**src/rtl/axis_frame_rx.sv**
```systemverilog
// rtl/axis_frame_rx.sv - AXI-Stream complex-sample frame receiver with framing checks and 2-entry skid buffer
// Optional statistics counters: define AXIS_FRAME_RX_STAT_EN
module axis_frame_rx #(
    parameter int FRAME_LEN = 1024,
    parameter int DW        = 32
) (
    input  logic                         clk,
    input  logic                         rst_n,
    input  logic [DW-1:0]                s_tdata_re,
    input  logic [DW-1:0]                s_tdata_im,
    input  logic                         s_tlast,
    input  logic                         s_tvalid,
    output logic                         s_tready,
    output logic [DW-1:0]                m_re,
    output logic [DW-1:0]                m_im,
    output logic [$clog2(FRAME_LEN)-1:0] m_idx,
    output logic                         m_last,
    output logic                         m_valid,
    input  logic                         m_ready,
    output logic                         err_early,
    output logic                         err_late,
    output logic [31:0]                  frames_ok,
    output logic [15:0]                  err_cnt
);

    localparam int IW = $clog2(FRAME_LEN);

    typedef enum logic {ST_RUN, ST_DROP} state_t;

    typedef struct packed {
        logic [DW-1:0] re;
        logic [DW-1:0] im;
        logic [IW-1:0] idx;
        logic          last;
    } ent_t;

    state_t        state_q, state_d;
    logic [IW-1:0] idx_q, idx_d;
    ent_t          hd_q, hd_d;
    ent_t          tl_q, tl_d;
    logic [1:0]    cnt_q, cnt_d;
    logic          s_tready_q, s_tready_d;
    logic          m_valid_q, m_valid_d;
    logic          err_early_q, err_early_d;
    logic          err_late_q, err_late_d;

    logic          accept;
    logic          push;
    logic          pop;
    logic          at_end;
    ent_t          in_ent;

    assign accept = s_tvalid & s_tready_q;
    assign pop    = m_valid_q & m_ready;
    assign at_end = (idx_q == IW'(FRAME_LEN - 1));

    // Framing FSM, index tracking and skid-buffer next-state logic
    always_comb begin
        state_d     = state_q;
        idx_d       = idx_q;
        hd_d        = hd_q;
        tl_d        = tl_q;
        cnt_d       = cnt_q;
        err_early_d = 1'b0;
        err_late_d  = 1'b0;
        push        = 1'b0;
        in_ent.re   = s_tdata_re;
        in_ent.im   = s_tdata_im;
        in_ent.idx  = idx_q;
        in_ent.last = s_tlast | at_end;

        if (accept) begin
            if (state_q == ST_RUN) begin
                push  = 1'b1;
                idx_d = (s_tlast || at_end) ? '0 : idx_q + IW'(1);
                if (s_tlast && !at_end) begin
                    err_early_d = 1'b1;
                end
                if (!s_tlast && at_end) begin
                    err_late_d = 1'b1;
                    state_d    = ST_DROP;
                end
            end else if (s_tlast) begin
                state_d = ST_RUN;
            end
        end

        // Head entry drives the outputs; tail only fills when head is occupied
        case ({push, pop})
            2'b10: begin
                if (cnt_q == 2'd0) begin
                    hd_d = in_ent;
                end else begin
                    tl_d = in_ent;
                end
                cnt_d = cnt_q + 2'd1;
            end
            2'b01: begin
                hd_d  = tl_q;
                cnt_d = cnt_q - 2'd1;
            end
            2'b11: begin
                if (cnt_q == 2'd1) begin
                    hd_d = in_ent;
                end else begin
                    hd_d = tl_q;
                    tl_d = in_ent;
                end
            end
            default: begin
                cnt_d = cnt_q;
            end
        endcase

        // While dropping, nothing enters the buffer, so input is always accepted
        s_tready_d = (state_d == ST_DROP) || (cnt_d != 2'd2);
        m_valid_d  = (cnt_d != 2'd0);
    end

    // Main state registers
    always_ff @(posedge clk) begin
        if (!rst_n) begin
            state_q     <= ST_RUN;
            idx_q       <= '0;
            hd_q        <= '0;
            tl_q        <= '0;
            cnt_q       <= 2'd0;
            s_tready_q  <= 1'b0;
            m_valid_q   <= 1'b0;
            err_early_q <= 1'b0;
            err_late_q  <= 1'b0;
        end else begin
            state_q     <= state_d;
            idx_q       <= idx_d;
            hd_q        <= hd_d;
            tl_q        <= tl_d;
            cnt_q       <= cnt_d;
            s_tready_q  <= s_tready_d;
            m_valid_q   <= m_valid_d;
            err_early_q <= err_early_d;
            err_late_q  <= err_late_d;
        end
    end

    assign s_tready  = s_tready_q;
    assign m_valid   = m_valid_q;
    assign m_re      = hd_q.re;
    assign m_im      = hd_q.im;
    assign m_idx     = hd_q.idx;
    assign m_last    = hd_q.last;
    assign err_early = err_early_q;
    assign err_late  = err_late_q;

`ifdef AXIS_FRAME_RX_STAT_EN
    logic [31:0] frames_ok_q, frames_ok_d;
    logic [15:0] err_cnt_q, err_cnt_d;
    logic        frame_good;

    // Good frames counted at acceptance of their last sample; errors counted from the pulses
    always_comb begin
        frame_good  = accept & (state_q == ST_RUN) & s_tlast & at_end;
        frames_ok_d = frames_ok_q + {31'd0, frame_good};
        err_cnt_d   = err_cnt_q;
        if ((err_early_q || err_late_q) && (err_cnt_q != 16'hFFFF)) begin
            err_cnt_d = err_cnt_q + 16'd1;
        end
    end

    // Statistics registers
    always_ff @(posedge clk) begin
        if (!rst_n) begin
            frames_ok_q <= 32'd0;
            err_cnt_q   <= 16'd0;
        end else begin
            frames_ok_q <= frames_ok_d;
            err_cnt_q   <= err_cnt_d;
        end
    end

    assign frames_ok = frames_ok_q;
    assign err_cnt   = err_cnt_q;
`else
    assign frames_ok = 32'd0;
    assign err_cnt   = 16'd0;
`endif

endmodule

```
**config.mk**
```make
export PLATFORM = sky130hd
export DESIGN_NAME = axis_frame_rx
export DESIGN_NICKNAME = d
export VERILOG_FILES = /design/src/rtl/axis_frame_rx.sv
export SDC_FILE = /design/constraint.sdc
export NUM_CORES = 1
export LEC_CHECK = 0
export ABC_CLOCK_PERIOD_IN_PS = 2900
export CAP_MARGIN = 30
export CORE_ASPECT_RATIO = 1.5
export CORE_MARGIN = 2
export CORE_UTILIZATION = 48
export CTS_CLUSTER_SIZE = 12
export DETAILED_ROUTE_END_ITERATION = 8
export GPL_ROUTABILITY_DRIVEN = 0
export GPL_TIMING_DRIVEN = 0
export HOLD_SLACK_MARGIN = 0.02
export PLACE_DENSITY_LB_ADDON = 0.05
export RECOVER_POWER = 25
export SETUP_SLACK_MARGIN = 0.05
export SLEW_MARGIN = 20
export SYNTH_ARGS = -nofsm -noshare
export SYNTH_HDL_FRONTEND = slang
export SYNTH_SLANG_ARGS = --single-unit
export TNS_END_PERCENT = 10
```
**constraint.sdc**
```tcl
create_clock -name clk -period 2.9 [get_ports clk]
set_clock_uncertainty 0.2 [all_clocks]
set_input_delay 0.435 -clock clk [delete_from_list [all_inputs] [get_ports clk]]
set_output_delay 0.435 -clock clk [all_outputs]
set_load 0.03 [all_outputs]
```
==> flow_metrics.tcl <==
set metrics [dict create \
    via_density_per_instance 5.113 \
    launch_point_of_the_worst_reg_to_reg_path "state_q$_SDFF_PN0_" \
    seq_area_um2 3343 \
    buffer_ports.inserted 146 \
    finish.cell_count_without_fillers 1236 \
    areaGrowthSynthToFinish_pct 33.75 \
    timing.critical_path.fanout_max 10 \
    postSynthRegisterBits 167 \
    cts.reportedPaths.clkPinSlew_ns 0.07 \
    avgSynthCellArea_um2 8.834 \
    worst_slew_pin_slew_ns 1.037 \
    grt_start_max_net_pins 17 \
    cts.root.buffer_cell "sky130_fd_sc_hd__clkbuf_16" \
    worst_slack_after_detailed_placement_ns -0.1865 \
    run_status "completed" \
    power.total_mw 5.702 \
    nNetsFinal 1102 \
    drt_pre_antenna_iters 4 \
    groute.usage.overall_pct 23.24 \
    grt_antenna_before_repair 0 \
    cts_max_level 4 \
    clk_path_buf_depth 2 \
    final_antenna_net_count 0 \
    period_minus_slack_ns 2.620 \
    grt_pass1_vias 6109 \
    worstSkewPairLatency_ns 0.43 \
    fp.dieH_um 154.0 \
    crit_slowest_cell "sky130_fd_sc_hd__clkdlybuf4s50_1" \
    netlist_area_pre_place_um2 7199 \
    minimum_hold_slack_ns 0.1958 \
    power.leakage_nw 3.886 \
    synthTopCellsByCount "sky130_fd_sc_hd__dfxtp_1 (167), sky130_fd_sc_hd__nand2_1 (154), sky130_fd_sc_hd__nor2_1 (87)" \
    hold-path-cell-count 2 \
    cts.hold.buffers_added 0 \
    timing_hold_violations_final 0 \
    core_um2 14590 \
    dp.cells 1204 \
    yosysWarningCount 0 \
    fmax_ghz 0.3817 \
    layout.filler_cells 1323 \
    wl_per_cell_um 15.18 \
    postSynth.asyncResetShare_pct 0 \
    grt_pass1_wl_um 30370 \
    fp.dieW_um 104.0 \
    critical_path.reg2reg.endpoint "m_re[24]$_SDFFE_PN0P_" \
    globalRouteOverflowTotal 0 \
    drive_gt1_share_pct 16.92 \
    synth_seq_area_share_pct 46.44 \
    numClockSinks 167 \
    yosys.area.top_type "sky130_fd_sc_hd__dfxtp_1" \
    r2r.worst_path.cells 9 \
    yosys.cell_types.count 39 \
    dp.final_hpwl_um 13170 \
    totalNegativeSetupSlack_ns 0 \
    drc 0 \
    rrSetupSlack_ns 0.36 \
    worst-endpoint-required_ns 3.06 \
    post-route-worst-setup-slack_ns 0.2800 \
    cp_data_arrival_time_ns 2.78 \
    dr.first_iter.drc_count 240 \
    synth_edf_count 0 \
    start_util_pct 49.33 \
    multiInputGateArea_um2 3243 \
    post_cts_resize_count 0 \
    vdd_ir_drop_max_mv 0.3794 \
    grt_setup_unrepaired "no" \
    pin_count 196 \
    timing.critical_path.from_type "primary input" \
    setup.worst_path.end_class "flip-flop" \
    core.rowCount 54 \
    worstHoldPathType "primary input to flip-flop" \
    synth_area_leaders "sky130_fd_sc_hd__dfxtp_1 (46%), sky130_fd_sc_hd__a221oi_2 (10%), sky130_fd_sc_hd__nand2_1 (8.0%)" \
    cp_slowest_stage_delay_ns 0.50 \
    routed_wirelength_um 18760 \
    timing.final.max_slew_violations 0 \
    timing.hold.worst.start "rst_n" \
    post_cts_buffers 0 \
    synth_top_area_share_pct 46.44 \
    kind_of_critical_path "primary input to flip-flop" \
    cp_cell_sequence "clkdlybuf4s50_1, nand3b_2, inv_1, ha_1, nand2_1, o21ai_1, buf_4, buf_2, o21ai_0, nor2_1" \
    die-area_um2 16010 \
    routed-via-count 6320 \
    crit_start "s_tvalid" \
    ys.flop_type "sky130_fd_sc_hd__dfxtp_1" \
    setup_viol_count_final 0 \
    cap_violations 0 \
    yosysMostFrequentCell "sky130_fd_sc_hd__dfxtp_1" \
    period_share_pct 90.34 \
    insertedDiodeCount 0 \
    synthesis.instances 815 \
    cts_tree "built" \
    slew_headroom_pct 30.15 \
    power_density_nw_per_um2 592.2 \
    numCtsBuffers 17 \
    hold_end "cnt_q[1]$_SDFF_PN0_" \
]
[critical path, delay by kind of cell]
kind,cells,cell delay [ns]
AOI/OAI and AO/OA,2,0.30
adders and majority gates,1,0.32
buffers and inverters,4,1.24
and+or+nand+nor,3,0.45
[through the flow]
step                      cell area, um^2  util, %
after CTS                            9647    66.10
after floorplan                      7376        -
after global placement               9082    62.23
after detailed placement             9082    62.23
after global routing                 9629    65.98
final                                9629    65.98
[how the worst max path moves through the flow]
stage / to / cells after the start
floorplan: m_idx[0]$_SDFFE_PN0P_ / 9
global placement: m_re[10]$_SDFFE_PN0P_ / 10
detailed placement: m_re[5]$_SDFFE_PN0P_ / 10
CTS: m_re[24]$_SDFFE_PN0P_ / 10
global route: m_re[24]$_SDFFE_PN0P_ / 10
finish: m_re[24]$_SDFFE_PN0P_ / 10
[state kept, by name (all words and copies together), names as in the netlist, 2 cells and up]
register	count
tl_q	75
m_im	32
m_re	32
idx_q	10
m_idx	10
cnt_q	2
[power by group]
group | internal (mW) | total (mW) | switching, mW
Combinational | 0.404 | 1.02 | 0.611
Sequential | 2.43 | 2.51 | 0.0754
Clock | 1.17 | 2.18 | 1.01
[metal layers]
layer / part of all wire [%] / up-vias / track usage (%)
met5: 0 / - / 0
met4: 2.1 / 0 / 8.366
met3: 5.5 / 33 / 5.384
met2: 49 / 192 / 39.97
met1: 43 / 2922 / 28.38
li1: - / 3173 / -
[area by class of cell]
cell class	count	area share (%)
clock buffer	19	4.704
multi-input combinational	571	33.68
sequential	167	34.72
tap	196	2.547
clock inverter	13	1.156
timing repair buffer	146	15.18
inverter	8	0.3119
buffer	116	7.705
[cells in the final DEF, fill, tap and decap left out, drive strengths merged, types with 3 or more instances in the layout]
cell type,n
a21oi,81
a221oi,74
and2,3
and4,3
buf,93
clkbuf,42
clkdlybuf4s50,99
clkinv,4
clkinvlp,3
conb,48
dfxtp,167
dlygate4sd3,47
ha,6
inv,14
nand2,154
nand3,4
nand4,3
nor2,87
nor3,5
o21a,3
o21ai,78
xnor2,7
[logic make-up (layout without fill, tap and decap cells)]
group / Yosys count / in the layout / synth area share (%)
flops: 167 / 167 / 46.44
compound gates: 242 / 242 / 25.67
mux: 2 / 2 / 0.2781
xor+xnor: 9 / 9 / 1.095
simple gates: 264 / 264 / 14.70
other cells: 1 / 48 / 0.05209
buf+inv: 124 / 302 / 10.72
fa+ha+maj: 6 / 6 / 1.043
(Power assumes the default switching activity.)
